$ cat src/rtl/writeback_stage.sv
// writeback_stage: final pipeline stage. Registers the memory-stage result,
// extracts/extends load data, drives the register-file write port and the
// execute forwarding path, and flags misaligned or illegal-width loads.
// Ports: clk_i, rst_ni (async, active-low); valid_i/ready_o handshake;
//   rd_data_i, is_load_i, funct3_i, addr_lo_i, rd_addr_i, reg_wr_en_i, stall_i;
//   rf_wr_en_o/rf_wr_addr_o/rf_wr_data_o; fwd_valid_o/fwd_rd_o/fwd_data_o;
//   exc_o/exc_cause_o (01 misaligned, 10 illegal width).
// Optional: define WB_INSTRET_EN to add instret_o, a retired-instruction count.
module writeback_stage #(
    parameter int XLEN       = 64,
    parameter int REG_ADDR_W = 5,
    parameter int INSTRET_W  = 64
) (
    input  logic                  clk_i,
    input  logic                  rst_ni,
    input  logic                  valid_i,
    output logic                  ready_o,
    input  logic [XLEN-1:0]       rd_data_i,
    input  logic                  is_load_i,
    input  logic [2:0]            funct3_i,
    input  logic [2:0]            addr_lo_i,
    input  logic [REG_ADDR_W-1:0] rd_addr_i,
    input  logic                  reg_wr_en_i,
    input  logic                  stall_i,
    output logic                  rf_wr_en_o,
    output logic [REG_ADDR_W-1:0] rf_wr_addr_o,
    output logic [XLEN-1:0]       rf_wr_data_o,
    output logic                  fwd_valid_o,
    output logic [REG_ADDR_W-1:0] fwd_rd_o,
    output logic [XLEN-1:0]       fwd_data_o,
    output logic                  exc_o,
    output logic [1:0]            exc_cause_o
`ifdef WB_INSTRET_EN
    ,
    output logic [INSTRET_W-1:0]  instret_o
`endif
);

    localparam logic [1:0] ERR_NONE = 2'b00;
    localparam logic [1:0] ERR_MIS  = 2'b01;
    localparam logic [1:0] ERR_ILL  = 2'b10;

    typedef struct packed {
        logic                  vld;
        logic                  wr;
        logic [REG_ADDR_W-1:0] rd;
        logic [XLEN-1:0]       data;
        logic [1:0]            err;
    } wb_t;

    wb_t q;

    logic [5:0]      sh;
    logic [XLEN-1:0] sh_data;
    logic [XLEN-1:0] ext;
    logic [1:0]      err;
    logic            sz_b, sz_h, sz_w, sz_d;
    logic            retire, capture, ok;

    assign sh      = {addr_lo_i, 3'b000};
    assign sh_data = rd_data_i >> sh;

    assign sz_b = (funct3_i[1:0] == 2'b00);
    assign sz_h = (funct3_i[1:0] == 2'b01);
    assign sz_w = (funct3_i[1:0] == 2'b10);
    assign sz_d = (funct3_i[1:0] == 2'b11);

    // funct3[2] selects zero-extension; with size = double it is the
    // illegal 111 encoding, which outranks misalignment.
    always_comb begin
        ext = rd_data_i;
        err = ERR_NONE;
        if (is_load_i) begin
            unique case (1'b1)
                sz_b: begin
                    ext = funct3_i[2] ?
                        {{(XLEN-8){1'b0}}, sh_data[7:0]} :
                        {{(XLEN-8){sh_data[7]}}, sh_data[7:0]};
                end
                sz_h: begin
                    ext = funct3_i[2] ?
                        {{(XLEN-16){1'b0}}, sh_data[15:0]} :
                        {{(XLEN-16){sh_data[15]}}, sh_data[15:0]};
                    if (addr_lo_i[0]) err = ERR_MIS;
                end
                sz_w: begin
                    ext = funct3_i[2] ?
                        {{(XLEN-32){1'b0}}, sh_data[31:0]} :
                        {{(XLEN-32){sh_data[31]}}, sh_data[31:0]};
                    if (|addr_lo_i[1:0]) err = ERR_MIS;
                end
                sz_d: begin
                    ext = rd_data_i;
                    if (funct3_i[2])     err = ERR_ILL;
                    else if (|addr_lo_i) err = ERR_MIS;
                end
                default: ;
            endcase
        end
    end

    assign ready_o = !q.vld || !stall_i;
    assign capture = valid_i && ready_o;
    assign retire  = q.vld && !stall_i;
    assign ok      = q.wr && (q.rd != '0) && (q.err == ERR_NONE);

    always_ff @(posedge clk_i or negedge rst_ni) begin
        if (!rst_ni) begin
            q <= '0;
        end else if (capture) begin
            q.vld  <= 1'b1;
            q.wr   <= reg_wr_en_i;
            q.rd   <= rd_addr_i;
            q.data <= ext;
            q.err  <= err;
        end else if (retire) begin
            q.vld <= 1'b0;
        end
    end

    assign rf_wr_en_o   = retire && ok;
    assign rf_wr_addr_o = q.rd;
    assign rf_wr_data_o = q.data;
    assign fwd_valid_o  = q.vld && ok;
    assign fwd_rd_o     = q.rd;
    assign fwd_data_o   = q.data;
    assign exc_o        = retire && (q.err != ERR_NONE);
    assign exc_cause_o  = exc_o ? q.err : ERR_NONE;

`ifdef WB_INSTRET_EN
    always_ff @(posedge clk_i or negedge rst_ni) begin
        if (!rst_ni) begin
            instret_o <= '0;
        end else if (retire && (q.err == ERR_NONE)) begin
            instret_o <= instret_o + 1'b1;
        end
    end
`endif

endmodule
$ cat config.mk
export PLATFORM = sky130hd
export DESIGN_NAME = writeback_stage
export DESIGN_NICKNAME = d
export VERILOG_FILES = /design/src/rtl/writeback_stage.sv
export SDC_FILE = /design/constraint.sdc
export NUM_CORES = 1
export LEC_CHECK = 0
export BUFFER_PORTS_ARGS = -buffer_cell sky130_fd_sc_hd__buf_2
export CORE_ASPECT_RATIO = 1.5
export CORE_UTILIZATION = 54
export CTS_CLUSTER_DIAMETER = 50
export DETAILED_ROUTE_END_ITERATION = 16
export MAX_ROUTING_LAYER = met4
export PLACE_DENSITY_LB_ADDON = 0.3
export SYNTH_ARGS = -nofsm -noshare
export SYNTH_HDL_FRONTEND = slang
export SYNTH_SLANG_ARGS = --single-unit
$ cat constraint.sdc
create_clock -name clk_i -period 3.72 [get_ports clk_i]
set_input_delay 0.186 -clock clk_i [delete_from_list [all_inputs] [get_ports clk_i]]
set_output_delay 0.186 -clock clk_i [all_outputs]
set_load 0.005 [all_outputs]
==> flow_summary_export.csv <==
group,metric,value,unit
setup_path,critical_path.startpoint_type,"flop",
sta,slew_at_the_pin_with_the_worst_max_slew_slack,1.10,ns
floorplan,boundaryPins,225,
routing,routed_via_density,5.68,
run_status,violations,"hold timing",
power,power_density,455,nW/um^2
synth,postSynthRegisterBits,73,
final_layout,fill_cells,951,
final_layout,layout.cells.most_common_list,"sky130_fd_sc_hd__buf_2 (223), sky130_fd_sc_hd__dfrtp_1 (73), sky130_fd_sc_hd__o22ai_1 (71)",
final_layout,drive_above_1_share,0.425,
floorplan,row_count,45,
routing,drt-total-wl,15.3,mm
cts,cts.reportedPaths.clkPinSlew,0.06,ns
cts,cts_sinks,73,
cts,clock_insertion_delay_worst_skew,0.34,ns
synth,synth_cells,639,
power,power.total,2.79,mW
power,power.static_leakage,2.99,nW
sta,period_needed,2.44,ns
placement,dp_hpwl,11.7,mm
global_route,overflow,0,
synth,yosysSeqAreaShare,0.319,
cts,cts_tree,"yes",
global_route,grt_first_pass_wirelength,23.6,mm
cts,cts_hold_buf,0,
power,vdd_drop_max,263,uV
routing,drt_first_iter_violations,292,
synth,synthesis.yosys.warnings,0,
sta,report.final.slew_viol_count,0,
final_layout,n_antenna_cell,0,
sta,setup_repair_after_global_routing_missed_its_margin,"no",
cts,tritoncts.num_buffers,9,
placement,gp_congestion,0.899,
setup_path,endpoint_kind,"flop",
placement,portBuffers,224,
global_route,grt_antenna_before_repair,0,
final_layout,layout.cells.non_filler,845,
sta,setup_tns,0,ns
final_layout,num-nets-final,781,
synth,synth-edff-count,0,
setup_path,critPathRequiredTime,3.92,ns
synth,synth_top_flop_cell,"sky130_fd_sc_hd__dfrtp_1",
flow_run,max_cap_violations,0,
floorplan,core_region_area,10200,sq um
synth,postSynthAreaPerCell,8.97,sq um
final_layout,mostFrequentLayoutCell,"sky130_fd_sc_hd__buf_2",
setup_path,critical_path_buf_inv_count,2,
setup_path,critical-path-max-stage-delay,0.48,ns
routing,drc,0,
routing,wl_per_cell,18.1,microns
routing,route.vias.total,4797,
sta,hold-worst-slack,-0.0129,ns
run_status,run_status,"finished, violations left",
synth,synth_cell_type_count,46,
synth,async_flop_share,1.00,
global_route,maximum_number_of_pins_on_one_net_before_global_route_repair,74,
synth,mappedNetlistArea,5730,sq um
setup_path,crit_path_max_delay_family,"buffers and inverters",
worst_hold_path,hold_class,"input port to async pin",
global_route,grtUsageTotal,0.285,
cts,postCtsResizedCells,0,
placement,post-place-cells,830,
sta,slew_headroom,0.267,
sta,total_setup_violations_reported_at_the_end_of_the_flow,0,
floorplan,starting_utilization_of_the_core_area,0.560,
setup_path,timing.critical_path.fanout_max,34,
setup_path,cp_slowest_cell,"sky130_fd_sc_hd__buf_4",
sta,finalHoldViolCount,36,
floorplan,die_w,86.1,microns
floorplan,die-height,128,microns
cts,clk_path_buf_depth,2,
sta,finalCritPeriodShare,0.655,
floorplan,dieArea,11000,sq um
setup_path,critPathKind,"flop to flop",
routing,antenna_left,0,
cts,cts_root_buffer,"sky130_fd_sc_hd__clkbuf_16",
setup_path,critical_path_arrival,2.64,ns
global_route,grt_pass1_vias,4528,
sta,finClkSkew,0.00563,ns
final_layout,final_util,0.600,
routing,drt_first_pass_iters,4,
setup_path,critical_path.cell_chain,"nand2_1, and2_2, buf_4, nand2_1, a2111oi_4, buf_4, nor2_1",
final_layout,layout_stage_area_growth_over_the_synthesis_result,7.18,%
cts,clock_tree.htree_level_count,3,
sta,fmaxAchievable,411,MHz
cts,postCtsSetupRepairBufs,0,
synth,synth_fp_nets,720,
## metal layers
| layer | global-route usage | share of wire | vias up |
|---|---|---|---|
| met5 | - | 0 | - |
| met4 | 0.105 | 0.027 | 0 |
| met3 | 0.0457 | 0.052 | 29 |
| met2 | 0.452 | 0.50 | 223 |
| met1 | 0.366 | 0.42 | 2293 |
| li1 | - | - | 2252 |
## synthesized netlist by cell type, drive strengths merged (3+ instances only)
cell | number | area share
and2 | 3 | 0.0033
nor2 | 78 | 0.064
o21ai | 8 | 0.0070
o22ai | 71 | 0.077
dfrtp | 73 | 0.32
a2bb2oi | 3 | 0.0046
clkbuf | 21 | 0.014
buf | 160 | 0.21
nand2b | 10 | 0.011
nor3 | 9 | 0.0087
nand3 | 5 | 0.0044
mux4 | 6 | 0.024
a21oi | 32 | 0.034
o2bb2ai | 5 | 0.0076
o221ai | 7 | 0.011
nand2 | 45 | 0.029
mux2i | 70 | 0.12
nor2b | 3 | 0.0033
## power by group
| part | switching (mW) | leakage, nW | internal [mW] |
|---|---|---|---|
| clock network | 0.324 | 0.161 | 0.648 |
| registers | 0.101 | 0.844 | 0.927 |
| logic | 0.416 | 1.99 | 0.378 |
| total | 0.841 | 2.99 | 1.95 |
## path summary, 6_finish.rpt
check / endpoint / slack (ns) / from / cells after the start
setup reg to reg: fwd_data_o[38] / 1.28 / q[72] / 7
hold reg to reg: q[71] / 0.49 / q[71] / 2
max in group asynchronous: fwd_data_o[62] / 3.15 / rst_ni / 1
setup / recovery: fwd_data_o[38] / 1.28 / q[72] / 7
min in group clk_i: fwd_rd_o[1] / 0.04 / rd_addr_i[1] / 3
hold / removal: fwd_data_o[15] / -0.01 / rst_ni / 1
## state kept, by name (all words and copies together) (netlist names)
name and count:
q 4, fwd_rd_o 5, fwd_data_o 64
## logic make-up (layout without fill, tap and decap cells)
| group | count (synthesis) | after routing | synth area share |
|---|---|---|---|
| buffers and inverters | 183 | 248 | 0.224 |
| AND/OR/NAND/NOR | 165 | 165 | 0.143 |
| AO/OA/AOI/OAI | 141 | 141 | 0.167 |
| multiplexers | 76 | 76 | 0.146 |
| flip-flops | 73 | 73 | 0.319 |
| XOR/XNOR | 1 | 1 | 0.00153 |
## cell type report
cell class,count,area [sq um],area share
clock buffer,9,225,0.0366
clock inverter,6,108,0.0175
inverter,2,7.51,0.00122
multi-input combinational,383,2630,0.427
sequential,73,1830,0.297
tap,141,176,0.0287
timing repair buffer,231,1180,0.191
## per-stage QoR
stage / instance area (sq um) / worst slack (ns)
5_1_grt: 6150 / 1.09
3_5_place_dp: 5810 / 1.12
2_1_floorplan: 5730 / 1.90
6_report: 6150 / 1.28
4_1_cts: 6150 / 1.30
3_3_place_gp: 5810 / 1.21
(Power assumes the default switching activity.)
